**config.mk**
```make
export PLATFORM = sky130hd
export DESIGN_NAME = j1_boot_loader
export DESIGN_NICKNAME = d
export VERILOG_FILES = /design/src/rtl/j1_boot_pkg.sv /design/src/rtl/j1_boot_timer.sv /design/src/rtl/j1_boot_loader.sv
export SDC_FILE = /design/constraint.sdc
export NUM_CORES = 1
export LEC_CHECK = 0
export CAP_MARGIN = 25
export CORE_UTILIZATION = 45
export CTS_CLUSTER_SIZE = 40
export DETAILED_ROUTE_END_ITERATION = 16
export GPL_TIMING_DRIVEN = 0
export PLACE_DENSITY = 0.67
export SYNTH_ARGS = -nofsm -noshare
export SYNTH_HDL_FRONTEND = slang
export SYNTH_SLANG_ARGS = --single-unit
```
**constraint.sdc**
```tcl
create_clock -name clk -period 2.9 [get_ports clk]
set_input_delay 0.58 -clock clk [delete_from_list [all_inputs] [get_ports clk]]
set_output_delay 0.58 -clock clk [all_outputs]
set_load 0.03 [all_outputs]
```
**src/rtl/j1_boot_pkg.sv**
```systemverilog
// Shared definitions for the j1 boot loader: FSM states and frame layout.
// Host-side tools and the bench frame builder use the same constants.
package j1_boot_pkg;

  typedef enum logic [2:0] {
    ST_WAIT_SYNC = 3'd0,
    ST_LEN_LO    = 3'd1,
    ST_LEN_HI    = 3'd2,
    ST_DATA_LO   = 3'd3,
    ST_DATA_HI   = 3'd4,
    ST_CHK       = 3'd5,
    ST_RUN       = 3'd6
  } boot_state_t;

  localparam logic [7:0] SYNC_BYTE_DEF = 8'hA5;

  // Byte offsets of frame fields; data words start at FLD_DATA, CHK follows the last word.
  localparam int FLD_SYNC     = 0;
  localparam int FLD_LEN_LO   = 1;
  localparam int FLD_LEN_HI   = 2;
  localparam int FLD_DATA     = 3;
  localparam int FRAME_EXTRA  = 4;

endpackage

```
**src/rtl/j1_boot_timer.sv**
```systemverilog
// Loadable down-counter used for both the boot and inter-byte timeouts.
// Holds at zero; expired stays high until the next load.
module j1_boot_timer #(
  parameter int TO_W = 24
) (
  input  logic            clk,
  input  logic            resetq,
  input  logic            load,
  input  logic [TO_W-1:0] value,
  output logic            expired
);

  logic [TO_W-1:0] count_reg;

  always_ff @(posedge clk or negedge resetq) begin
    if (!resetq)
      count_reg <= '0;
    else if (load)
      count_reg <= value;
    else if (count_reg != '0)
      count_reg <= count_reg - 1'b1;
  end

  assign expired = (count_reg == '0);

endmodule

```
**src/rtl/j1_boot_loader.sv**
```systemverilog
// Boot sequencer for the j1 core: receives a framed image over the RX byte stream,
// writes it to code RAM, verifies the checksum and then releases the core reset.
module j1_boot_loader
  import j1_boot_pkg::*;
#(
  parameter int          ADDR_W    = 13,
  parameter logic [7:0]  SYNC_BYTE = SYNC_BYTE_DEF,
  parameter int          TO_W      = 24,
  parameter int unsigned BOOT_TO   = 12000000,
  parameter int unsigned BYTE_TO   = 250000
) (
  input  logic              clk,
  input  logic              resetq,
  input  logic [7:0]        rx_data,
  input  logic              rx_valid,
  output logic              rx_ready,
  input  logic              reload,
  output logic              core_resetq,
  output logic              cram_we,
  output logic [ADDR_W-1:0] cram_addr,
  output logic [15:0]       cram_wdata,
  output logic              busy,
  output logic              done,
  output logic              err
);

  localparam logic [31:0] MAX_LEN = 32'd1 << ADDR_W;

  boot_state_t state_reg, state_next;

  logic              entry_reg;
  logic [7:0]        sum_reg;
  logic [7:0]        len_lo_reg;
  logic [ADDR_W:0]   len_reg;
  logic [ADDR_W:0]   idx_reg;
  logic [7:0]        data_lo_reg;
  logic              cram_we_reg;
  logic [ADDR_W-1:0] cram_addr_reg;
  logic [15:0]       cram_wdata_reg;
  logic              done_reg;
  logic              err_reg;
  logic              core_resetq_reg;
  logic              rx_ready_reg;

  logic              accept;
  logic [15:0]       len_word;
  logic              len_bad;
  logic [ADDR_W:0]   idx_inc;
  logic              last_word;
  logic [7:0]        sum_plus;
  logic              tmr_load;
  logic [TO_W-1:0]   tmr_value;
  logic              tmr_expired;
  logic              timeout;
  logic              frame_err;

  assign accept    = rx_valid & rx_ready_reg;
  assign len_word  = {rx_data, len_lo_reg};
  assign len_bad   = (len_word == 16'd0) || ({16'd0, len_word} > MAX_LEN);
  assign idx_inc   = idx_reg + {{ADDR_W{1'b0}}, 1'b1};
  assign last_word = (idx_inc == len_reg);
  assign sum_plus  = sum_reg + rx_data;

  // The first cycle of each state reloads the timer, so a stale zero never counts as expiry.
  assign tmr_load  = accept | entry_reg;
  assign tmr_value = (state_reg == ST_WAIT_SYNC) ? TO_W'(BOOT_TO) : TO_W'(BYTE_TO);
  assign timeout   = tmr_expired & ~entry_reg & ~accept;

  j1_boot_timer #(
    .TO_W(TO_W)
  ) u_timer (
    .clk    (clk),
    .resetq (resetq),
    .load   (tmr_load),
    .value  (tmr_value),
    .expired(tmr_expired)
  );

  always_ff @(posedge clk or negedge resetq) begin
    if (!resetq)
      state_reg <= ST_WAIT_SYNC;
    else
      state_reg <= state_next;
  end

  always_comb begin
    state_next = state_reg;
    frame_err  = 1'b0;
    if (reload) begin
      state_next = ST_WAIT_SYNC;
    end else begin
      case (state_reg)
        ST_WAIT_SYNC: begin
          if (accept) begin
            if (rx_data == SYNC_BYTE)
              state_next = ST_LEN_LO;
          end else if (timeout) begin
            state_next = ST_RUN;
          end
        end
        ST_LEN_LO: begin
          if (accept)       state_next = ST_LEN_HI;
          else if (timeout) frame_err  = 1'b1;
        end
        ST_LEN_HI: begin
          if (accept) begin
            if (len_bad) frame_err  = 1'b1;
            else         state_next = ST_DATA_LO;
          end else if (timeout) begin
            frame_err = 1'b1;
          end
        end
        ST_DATA_LO: begin
          if (accept)       state_next = ST_DATA_HI;
          else if (timeout) frame_err  = 1'b1;
        end
        ST_DATA_HI: begin
          if (accept)       state_next = last_word ? ST_CHK : ST_DATA_LO;
          else if (timeout) frame_err  = 1'b1;
        end
        ST_CHK: begin
          if (accept) begin
            if (sum_plus == 8'd0) state_next = ST_RUN;
            else                  frame_err  = 1'b1;
          end else if (timeout) begin
            frame_err = 1'b1;
          end
        end
        ST_RUN:  state_next = ST_RUN;
        default: state_next = ST_WAIT_SYNC;
      endcase
      if (frame_err)
        state_next = ST_WAIT_SYNC;
    end
  end

  always_ff @(posedge clk or negedge resetq) begin
    if (!resetq) begin
      entry_reg       <= 1'b1;
      sum_reg         <= '0;
      len_lo_reg      <= '0;
      len_reg         <= '0;
      idx_reg         <= '0;
      data_lo_reg     <= '0;
      cram_we_reg     <= 1'b0;
      cram_addr_reg   <= '0;
      cram_wdata_reg  <= '0;
      done_reg        <= 1'b0;
      err_reg         <= 1'b0;
      core_resetq_reg <= 1'b0;
      rx_ready_reg    <= 1'b0;
    end else begin
      cram_we_reg     <= 1'b0;
      entry_reg       <= reload || (state_next != state_reg);
      rx_ready_reg    <= (state_next != ST_RUN);
      core_resetq_reg <= (state_reg == ST_RUN) && (state_next == ST_RUN);
      if (reload) begin
        done_reg <= 1'b0;
      end else begin
        if (frame_err) begin
          err_reg  <= 1'b1;
          done_reg <= 1'b0;
        end
        if (accept) begin
          sum_reg <= sum_plus;
          case (state_reg)
            ST_WAIT_SYNC: begin
              if (rx_data == SYNC_BYTE) begin
                sum_reg  <= '0;
                err_reg  <= 1'b0;
                done_reg <= 1'b0;
              end
            end
            ST_LEN_LO: len_lo_reg <= rx_data;
            ST_LEN_HI: begin
              len_reg <= len_word[ADDR_W:0];
              idx_reg <= '0;
            end
            ST_DATA_LO: data_lo_reg <= rx_data;
            ST_DATA_HI: begin
              cram_we_reg    <= 1'b1;
              cram_addr_reg  <= idx_reg[ADDR_W-1:0];
              cram_wdata_reg <= {rx_data, data_lo_reg};
              idx_reg        <= idx_inc;
            end
            ST_CHK: begin
              if (sum_plus == 8'd0)
                done_reg <= 1'b1;
            end
            default: ;
          endcase
        end
      end
    end
  end

  always_comb begin
    busy = (state_reg != ST_RUN);
  end

  assign rx_ready    = rx_ready_reg;
  assign core_resetq = core_resetq_reg;
  assign cram_we     = cram_we_reg;
  assign cram_addr   = cram_addr_reg;
  assign cram_wdata  = cram_wdata_reg;
  assign done        = done_reg;
  assign err         = err_reg;

endmodule
```
# Word-level counts from Yosys, hierarchy flattened
# Cells that the tools add are included.
# word_totals
regBits	114
out_inout_bits	35
wordCells	97
# classes
n_addsub	3
order_cmp	1
eq_ne	12
n_mux	42
bitwise_logic	7
n_reduce_logical	17
# op_table
cell	n
two-way mux 24 bit	3
two-way mux 3 bit	13
one-hot mux 14 bit (2 select lines)	1
zero test 24 bit	1
nonzero test 24 bit	1
subtractor 24 x 1 -> 24 bit, second input constant	1
one-hot mux 3 bit (7 select lines)	1
two-way mux 1 bit	20
> comparator 16 x 14 -> 1 bit, second input constant	1
zero test 16 bit	1
two-way mux 8 bit	2
AND reduction 3 bit	5
adder 14 x 1 -> 14 bit, second input constant	1
== test 14 bit	1
== test 3 bit, second input constant	4
adder 8 bit	1
== test 8 bit, second input constant	1
zero test 8 bit	1
== test 3 x 2 -> 1 bit, second input constant	2
inequality test 3 bit, second input constant	2
nonzero test 2 bit	2
bitwise AND 1 bit	3
== test 3 x 1 -> 1 bit, second input constant	1
zero test 3 bit	1
other kinds (9)	12

# Longest topological paths before layout
# Gate-level depths: netlist of run 1.
# depth
depth_word	13
depth_mapped	11

# By module
# Synthesis of run 1 repeated with hierarchy kept, for this count alone.
# unflattened
cells_unflattened	640
area_unflattened_um2	6155.9
# modules_own_cells
mod	n_inst	cells_per_inst	area_each_um2	seq_area_each_um2
j1_boot_loader	1	484	4670.7	2253.4
j1_boot_timer	1	156	1485.2	600.6

# Worst setup path before layout of run 1
# No wires, ideal clock.
# synth_path
path_kind	input -> register
from	in rx_data[0]
to	reg core_resetq_reg (netlist: core_resetq)
setup_ns	0.080
arrival_time_ns	3.049
t_required_ns	2.820
path_slack_ns	-0.229
path_stages	10
n_path_buf	0
cell_sequence	ha_1 -> fa_1 -> a211oi_2 -> nor2_1 -> xor2_1 -> or4_4 -> o41ai_4 -> nand2_4 -> a211oi_4 -> nor3b_2
# synth_via
elab_chain_cells	10
elab_cells_between_ends	23
classes_between	1 x add/sub; 1 x order compare; 2 x eq/ne; 15 x mux; 4 x reduce/logical
# synth_rtl
element	line	source
start: declaration	j1_boot_loader.sv:14	input logic [7:0] rx_data,
adder 8 bit (tied with other cells)	j1_boot_loader.sv:62	assign sum_plus = sum_reg + rx_data;
zero test 8 bit or logical OR 1 bit (tied branches)	j1_boot_loader.sv:123, j1_boot_loader.sv:59	
two-way mux 1 bit (on tied branches)	j1_boot_loader.sv:123, j1_boot_loader.sv:107	
two-way mux 1 bit (on tied branches)	j1_boot_loader.sv:122, j1_boot_loader.sv:106	
one-hot mux 1 bit (3 select lines)	j1_boot_loader.sv:92	case (state_reg)
two-way mux 1 bit	j1_boot_loader.sv:89	if (reload) begin
two-way mux 3 bit (*)	j1_boot_loader.sv:132	if (frame_err)
two-way mux 3 bit (*)	j1_boot_loader.sv:89	
net state_next[2]	j1_boot_loader.sv:29	boot_state_t state_reg, state_next;
== test 3 bit (*)	j1_boot_loader.sv:156	core_resetq_reg <= (state_reg == ST_RUN) && (state_next == ST_RUN);
logical AND 1 bit (*)	j1_boot_loader.sv:156	
end signal: assignment	j1_boot_loader.sv:156	
end: declaration	j1_boot_loader.sv:42	logic core_resetq_reg;
# Mark *: on every way through the listed nets, which the timed path passes. The rest lies on a longest branch. The select of a mux whose other input is x is not followed.
# A chain may end at the register's enable or synchronous reset.

# Worst setup path after layout of run 1
# layout_path
from	in rx_data[1]
to	reg core_resetq_reg (netlist: core_resetq)
# Same word-level chain as after synthesis.

==> results of run 1 <==
routing by layer:
metal,vias up,wire length [um],track usage (%),part of all wire (%)
li1,2321,-,-,-
met1,2401,6600,31.1,46
met2,127,6870,37.5,48
met3,29,590,5.66,4.1
met4,0,257,10.0,1.8
met5,-,0,0,0
layout make-up:
class | instances | area [um2] | share of cell area (%)
multi-input cells | 462 | 3080 | 42.0
flip-flops and latches | 114 | 2860 | 38.9
repair buffers | 55 | 541 | 7.36
clock buffers | 23 | 488 | 6.65
well taps | 172 | 215 | 2.93
plain buffers | 26 | 106 | 1.45
clock inverters | 6 | 32.5 | 0.443
inverters | 5 | 18.8 | 0.256
kinds of logic (layout without fill, tap and decap cells):
kind of cell             count (synthesis)  count (layout)
buffers and inverters                   35             115
flip-flops                             114             114
multiplexers                            33              33
AND/OR/NAND/NOR                        268             268
adder cells (fa/ha/maj)                 11              11
AO/OA/AOI/OAI                          112             112
XOR/XNOR                                38              38
cells in the final DEF (no fill, tap or decap), types with 8 or more instances in the layout:
cell	Yosys	layout
a21oi_1	27	26
buf_4	1	8
clkbuf_1	22	19
clkbuf_16	0	17
clkdlybuf4s50_1	0	39
dfrtp_1	113	112
mux2_2	30	30
nand2_1	119	119
nand3_1	14	10
nor2_1	40	40
nor3_1	16	16
nor4_1	13	11
o21ai_0	32	32
or3_1	8	8
xnor2_1	26	25
xor2_1	12	12
worst paths after layout:
| check | startpoint | to | cells after the start |
|---|---|---|---|
| min in group clk | cram_addr[12]$_DFFE_PN0P_ | cram_addr[12]$_DFFE_PN0P_ | 2 |
| max in group asynchronous | resetq | entry_reg$_DFF_PN1_ | 2 |
| hold / removal | resetq | data_lo_reg[1]$_DFFE_PN0P_ | 1 |
| setup reg to reg | sum_reg[0]$_DFFE_PN0P_ | core_resetq$_DFF_PN0_ | 11 |
| hold reg to reg | cram_addr[12]$_DFFE_PN0P_ | cram_addr[12]$_DFFE_PN0P_ | 2 |
| setup / recovery | rx_data[1] | core_resetq$_DFF_PN0_ | 11 |
repair_timing:
action / in CTS / in global routing
setup endpoints to repair: 8 / 55
pin swaps: 3 / 2
setup buffers: 4 / 3
endpoints found under the hold margin: 0 / 0
resized for setup: 26 / 10
metrics by stage:
stage | worst slack [ps] | instances
final | -15.8 | 863
after global routing | -158 | 863
after CTS | 3.62 | 863
after detailed placement | -1120 | 831
after global placement | -3120 | 829
after floorplan | -142 | 611
power breakdown:
part	internal (uW)	total [uW]	switching, uW
Sequential	1660	1710	52.7
Combinational	291	687	396
Clock	1160	1840	682
Total	3110	4240	1130
==> results.json, run 1 <==
{
  "max_cap_viol_count": 0,
  "grt_util_all_layers_pct": 23.6,
  "wire_length_of_the_first_global_routing_pass_um": 24300,
  "htree_num_levels": 4,
  "synthesis.area_um2": 5950,
  "antenna_cell_count": 0,
  "hold_violations": 0,
  "power.total_uw": 4240,
  "grt_pass1_vias": 4933,
  "synth-compound-area-share_pct": 12.5,
  "drtIter0Drc": 328,
  "postPlaceCellArea_um2": 6680,
  "syn_to_final_growth_pct": 23.4,
  "powerDensity_nw_per_um2": 577,
  "run_status": "finished with violations",
  "asyncSetResetFlopFracSynth_pct": 100,
  "crit_path_max_fanout": 7,
  "synth_fa_ha_area_share_pct": 2.44,
  "ys_seq_elements": 114,
  "antenna_left": 0,
  "timing.final.crit_period_ps": 2920,
  "totalWireLength_um": 14300,
  "synth_enable_flop_cells": 0,
  "worstPathBufferInverterCount": 2,
  "largest_reg_flops": 24,
  "worst_path_dominant_cell_family": "simple AND/OR/NAND/NOR gates",
  "cts.clk_slew.worst_paths_ps": 50,
  "rsz0062_at_grt": "yes",
  "dr_wl_cell_um": 16.6,
  "dr_total_vias": 4878,
  "arrival_ps": 3260,
  "die_height_um": 117,
  "ys_seq_area_share_pct": 48.0,
  "cp_slowest_cell": "or4_4",
  "vdd_drop_max_mv": 0.467,
  "worst_slew_margin_rel_pct": 51.8,
  "library_cell_with_the_largest_summed_area_after_synthesis": "dfrtp_1",
  "syn-mean-instance-area_um2": 9.73,
  "crit_required_ps": 3240,
  "hold_class": "in2async",
  "cts_max_path_buffers": 2,
  "postSynthNetCount": 634,
  "ratio_of_cells_with_drive_above_1_in_the_final_layout_pct": 17.1,
  "num_io_pins": 47,
  "post-synth-top-count-cell": "nand2_1",
  "floorplan.die_area_um2": 13700,
  "tritoncts": "done",
  "critical_path.cell_chain": "clkdlybuf4s15_2 -> ha_1 -> a211oi_2 -> nor2_1 -> xor2_1 -> or4_4 -> o41ai_4 -> buf_4 -> nand2_4 -> a211oi_4 -> nor3b_2",
  "final.fill_count": 1097,
  "rows": 41,
  "path_class": "in2reg",
  "clock-root-buffer": "clkbuf_16",
  "post-route-period-util_pct": 101,
  "grt_max_degree": 78,
  "post_synth_main_area_contributors": "dfrtp_1, nand2_1, mux2_2, xnor2_1, o21ai_0",
  "yosys.area.top_type_share_pct": 47.6,
  "nNetsFinal": 704,
  "place.port_buffers": 46,
  "worst_pin_slew_ps": 716,
  "initial_core_util_pct": 46.5,
  "fin_skew_ps": 6.81,
  "finish.utilization_pct": 57.5,
  "grt_antenna_before_repair": 0,
  "dominant_combinational_cell_family_by_area_after_synthesis": "simple AND/OR/NAND/NOR gates",
  "clkSinkCount": 114,
  "fin_area_um2": 7340,
  "cp_slowest_stage_delay_ps": 550,
  "max_freq_ghz": 0.343,
  "leakage_uw": 0.00326,
  "core_region_area_um2": 12800,
  "r2r_slack_ps": -10,
  "total_global_routing_overflow": 0,
  "dp_hpwl_um": 9870,
  "syn_inst": 611,
  "setup_viols_final": 1,
  "clkLatencyLatePin_ps": 420,
  "synth.top_cells.by_count": "nand2_1, dfrtp_1, nor2_1, o21ai_0, mux2_2",
  "final.hold.worst_slack_ps": 71.0,
  "end_kind": "flop",
  "drt-pass1-iter-count": 5,
  "yosys.area_share.xor_xnor_pct": 5.60,
  "holdBufCountCts": 0,
  "gpl.final_weighted_congestion": 0.954,
  "clock_buffers_created_by_tritoncts": 17,
  "synthMuxAreaShare_pct": 6.19,
  "avgViaCountPerCell": 5.65,
  "final_worst_setup_slack_ps": -15.8,
  "yosys_warnings": 0,
  "yosys.area_share.simple_pct": 22.9,
  "synth-main-ff-cell": "dfrtp_1",
  "post_synth_num_cell_types": 72,
  "die_w_um": 117,
  "violated_checks": "negative setup slack",
  "totalNegativeSetupSlack_ps": -15.8,
  "final-max-slew-violation-count": 0,
  "start_kind": "input pin",
  "drc_errors": 0
}
Note: power is estimated with default switching activity, not from simulation.
==> run 2, diff against run 1 <==
--- a/config.mk
+++ b/config.mk
@@ -13,4 +13,5 @@
 export PLACE_DENSITY = 0.67
 export SYNTH_ARGS = -nofsm -noshare
 export SYNTH_HDL_FRONTEND = slang
+export SYNTH_HIERARCHICAL = 1
 export SYNTH_SLANG_ARGS = --single-unit
==> run 2 against run 1 <==
Effect of this change: the run now ends clean; sequential share of layout area decreased by 1.8 points; critical path depth decreased by 1; clock power increased by 24%; global-route usage decreased by 1.7 points; non-clock buffer count increased by 3; first-iteration DRC count decreased by 23%; clock skew decreased by 1.4 ps; sequential power about the same; clock-buffer cell count decreased by 4; worst setup slack improved by 78 ps; cell area increased by 4.8%; wire length increased by 2.7%; critical endpoint is now entry_reg$_DFF_PN1_; largest cell class unchanged.
==> results.json, run 2 <==
{
  "multi_input_area_um2": 3240,
  "clock_buffers_created_by_tritoncts": 17,
  "dp_hpwl_um": 10100,
  "syn_inst": 640,
  "crit_required_ps": 3250,
  "instances_no_fill": 911,
  "rows": 42,
  "post_synth_main_area_contributors": "dfrtp_1, nand2_1, mux2_2, xnor2_1, o21ai_0",
  "clkLatencyLatePin_ps": 430,
  "antenna_cell_count": 0,
  "num_io_pins": 47,
  "end_kind": "flop",
  "leakage_uw": 0.00354,
  "syn-mean-instance-area_um2": 9.62,
  "synth-compound-area-share_pct": 13.2,
  "yosys.area.top_type_share_pct": 45.9,
  "place.port_buffers": 46,
  "cp_slowest_cell": "or4b_1",
  "clock-root-buffer": "clkbuf_16",
  "crit_path_frequent_cell": "nor4_4",
  "wire_length_of_the_first_global_routing_pass_um": 24300,
  "post_synth_num_cell_types": 75,
  "die_w_um": 119,
  "r2r_slack_ps": 60,
  "worst_path_dominant_cell_family": "simple AND/OR/NAND/NOR gates",
  "synthesis.area_um2": 6160,
  "vdd_drop_max_mv": 0.385,
  "totalWireLength_um": 14700,
  "run_status": "finished clean",
  "dr_wl_cell_um": 16.1,
  "critical_path.cell_chain": "ha_4 -> nand3_2 -> nor4_4 -> a2111oi_2 -> a211oi_2 -> nor4_4 -> or4b_1 -> nor3b_4 -> xnor2_1 -> nand3_1",
  "rsz0062_at_grt": "yes",
  "worst_pin_slew_ps": 685,
  "yosys.area_share.simple_pct": 22.0,
  "gpl.final_weighted_congestion": 0.887,
  "synth_fa_ha_area_share_pct": 2.36,
  "finish.utilization_pct": 57.8,
  "dominant_combinational_cell_family_by_area_after_synthesis": "simple AND/OR/NAND/NOR gates",
  "post-synth-top-count-cell": "nand2_1",
  "ys_seq_area_share_pct": 46.4,
  "grt_pass1_vias": 4930,
  "total_global_routing_overflow": 0,
  "mostFrequentLayoutCell": "nand2_1",
  "r2r.worst_path.cells": 10,
  "initial_core_util_pct": 46.3,
  "totalNegativeSetupSlack_ps": 0,
  "grt_antenna_before_repair": 0,
  "hold_violations": 0,
  "reg2reg_from": "idx_reg[1]$_DFFE_PN0P_",
  "synth_enable_flop_cells": 0,
  "seqCellArea_um2": 2860,
  "fin_skew_ps": 5.45,
  "dr_total_vias": 5040,
  "final_worst_setup_slack_ps": 62.7,
  "grt_util_all_layers_pct": 21.9,
  "setup_viols_final": 0,
  "final.fill_count": 1171,
  "start_kind": "flop",
  "regToRegEndpoint": "entry_reg$_DFF_PN1_",
  "synth-main-ff-cell": "dfrtp_1",
  "htree_num_levels": 4,
  "worstPathBufferInverterCount": 0,
  "asyncSetResetFlopFracSynth_pct": 100,
  "preCtsSetupSlack_ps": -745,
  "syn_to_final_growth_pct": 24.9,
  "powerDensity_nw_per_um2": 601,
  "cp_slowest_stage_delay_ps": 550,
  "floorplan.die_area_um2": 14200,
  "timing.final.crit_period_ps": 2840,
  "arrival_ps": 3180,
  "crit_path_max_fanout": 7,
  "final-max-slew-violation-count": 0,
  "library_cell_with_the_largest_summed_area_after_synthesis": "dfrtp_1",
  "clkSinkCount": 114,
  "path_class": "reg2reg",
  "drc_errors": 0,
  "die_height_um": 119,
  "post-route-period-util_pct": 97.8,
  "tritoncts": "done",
  "antenna_left": 0,
  "nNetsFinal": 745,
  "ratio_of_cells_with_drive_above_1_in_the_final_layout_pct": 17.4,
  "drt-pass1-iter-count": 5,
  "hold_class": "in2async",
  "worst_slew_margin_rel_pct": 53.7,
  "core_region_area_um2": 13300,
  "ys_seq_elements": 114,
  "drtIter0Drc": 254,
  "mostFrequentLayoutCells": "nand2_1, dfrtp_1, nor2_1",
  "avgViaCountPerCell": 5.53,
  "max_freq_ghz": 0.352,
  "largest_reg_flops": 24,
  "yosys.area_share.xor_xnor_pct": 6.40,
  "cts.clk_slew.worst_paths_ps": 50,
  "synth.top_cells.by_count": "nand2_1, dfrtp_1, nor2_1, o21ai_0, mux2_2",
  "grt_max_degree": 60,
  "max_cap_viol_count": 0,
  "place_inst": 875,
  "synthMuxAreaShare_pct": 6.36,
  "cts_max_path_buffers": 2,
  "yosys_warnings": 6
}
[run 2: layout make-up]
type	instances	area share (%)
multi-input cells	493	42.1
flip-flops and latches	114	37.1
repair buffers	52	6.83
clock buffers	19	5.89
well taps	176	2.86
clock inverters	13	2.55
plain buffers	32	2.03
inverters	12	0.586
[run 2: routing by layer]
layer	global-route usage (%)	routed length [um]	vias to the layer above
li1	-	-	2424
met1	28.5	6720	2447
met2	35.3	6970	143
met3	4.84	684	26
met4	9.26	333	0
met5	0	0	-
[run 2: power by group]
| part | switching (uW) | leakage (uW) | internal [uW] | total (uW) |
|---|---|---|---|---|
| Combinational | 356 | 0.00173 | 250 | 606 |
| Sequential | 63.2 | 0.00151 | 1670 | 1730 |
| Clock | 791 | 0.000311 | 1500 | 2290 |
| Total | 1210 | 0.00354 | 3410 | 4620 |
[run 2: logic make-up after synthesis]
group | count (synthesis)
compound gates | 120
xor+xnor | 45
fa+ha+maj | 11
buf+inv | 44
flops | 114
mux | 35
other cells | 2
simple gates | 269
[run 2: stage by stage]
stage	total power [uW]	instance area, um2	hold WS (ps)
6_report	4620	7690	118
2_1_floorplan	2160	6200	284
3_5_place_dp	2330	6910	450
3_3_place_gp	2300	6880	445
4_1_cts	4650	7610	139
5_1_grt	4810	7690	159
[run 2: timing repair]
| action | 4_1_cts | 5_1_grt |
|---|---|---|
| setup endpoints to repair | 8 | 34 |
| gates resized for setup | 14 | 24 |
| pin swaps | 0 | 3 |
| setup buffers | 0 | 4 |
| hold buffers | 0 | 0 |
[run 2: worst reg2reg max path, delay by kind of cell, from the launching register on]
family,cells,cell delay [ps]
simple gates,6,1500
flops,1,480
compound gates,2,430
fa+ha+maj,1,220
xor+xnor,1,140
[run 2: worst max path at each step]
stage | from | to | slack (ps) | depth (start not counted)
global placement | resetq | done$_DFF_PN0_ | -3120 | 1
global route | u_timer/count_reg[16]$_DFFE_PN0P_ | entry_reg$_DFF_PN1_ | -90 | 11
detailed placement | rx_data[0] | entry_reg$_DFF_PN1_ | -740 | 12
CTS | state_reg[1]$_DFF_PN0_ | busy | 7 | 4
floorplan | rx_data[0] | entry_reg$_DFF_PN1_ | 250 | 11
finish | idx_reg[1]$_DFFE_PN0P_ | entry_reg$_DFF_PN1_ | 60 | 10
==> run 3, diff against run 2 <==
--- a/config.mk
+++ b/config.mk
@@ -7,7 +7,7 @@
 export LEC_CHECK = 0
 export CAP_MARGIN = 25
 export CORE_UTILIZATION = 45
-export CTS_CLUSTER_SIZE = 40
+export CTS_CLUSTER_SIZE = 16
 export DETAILED_ROUTE_END_ITERATION = 16
 export GPL_TIMING_DRIVEN = 0
 export PLACE_DENSITY = 0.67
==> results of run 3 <==
Same layout as run 2: the final DEF is identical, and so are final timing and power.
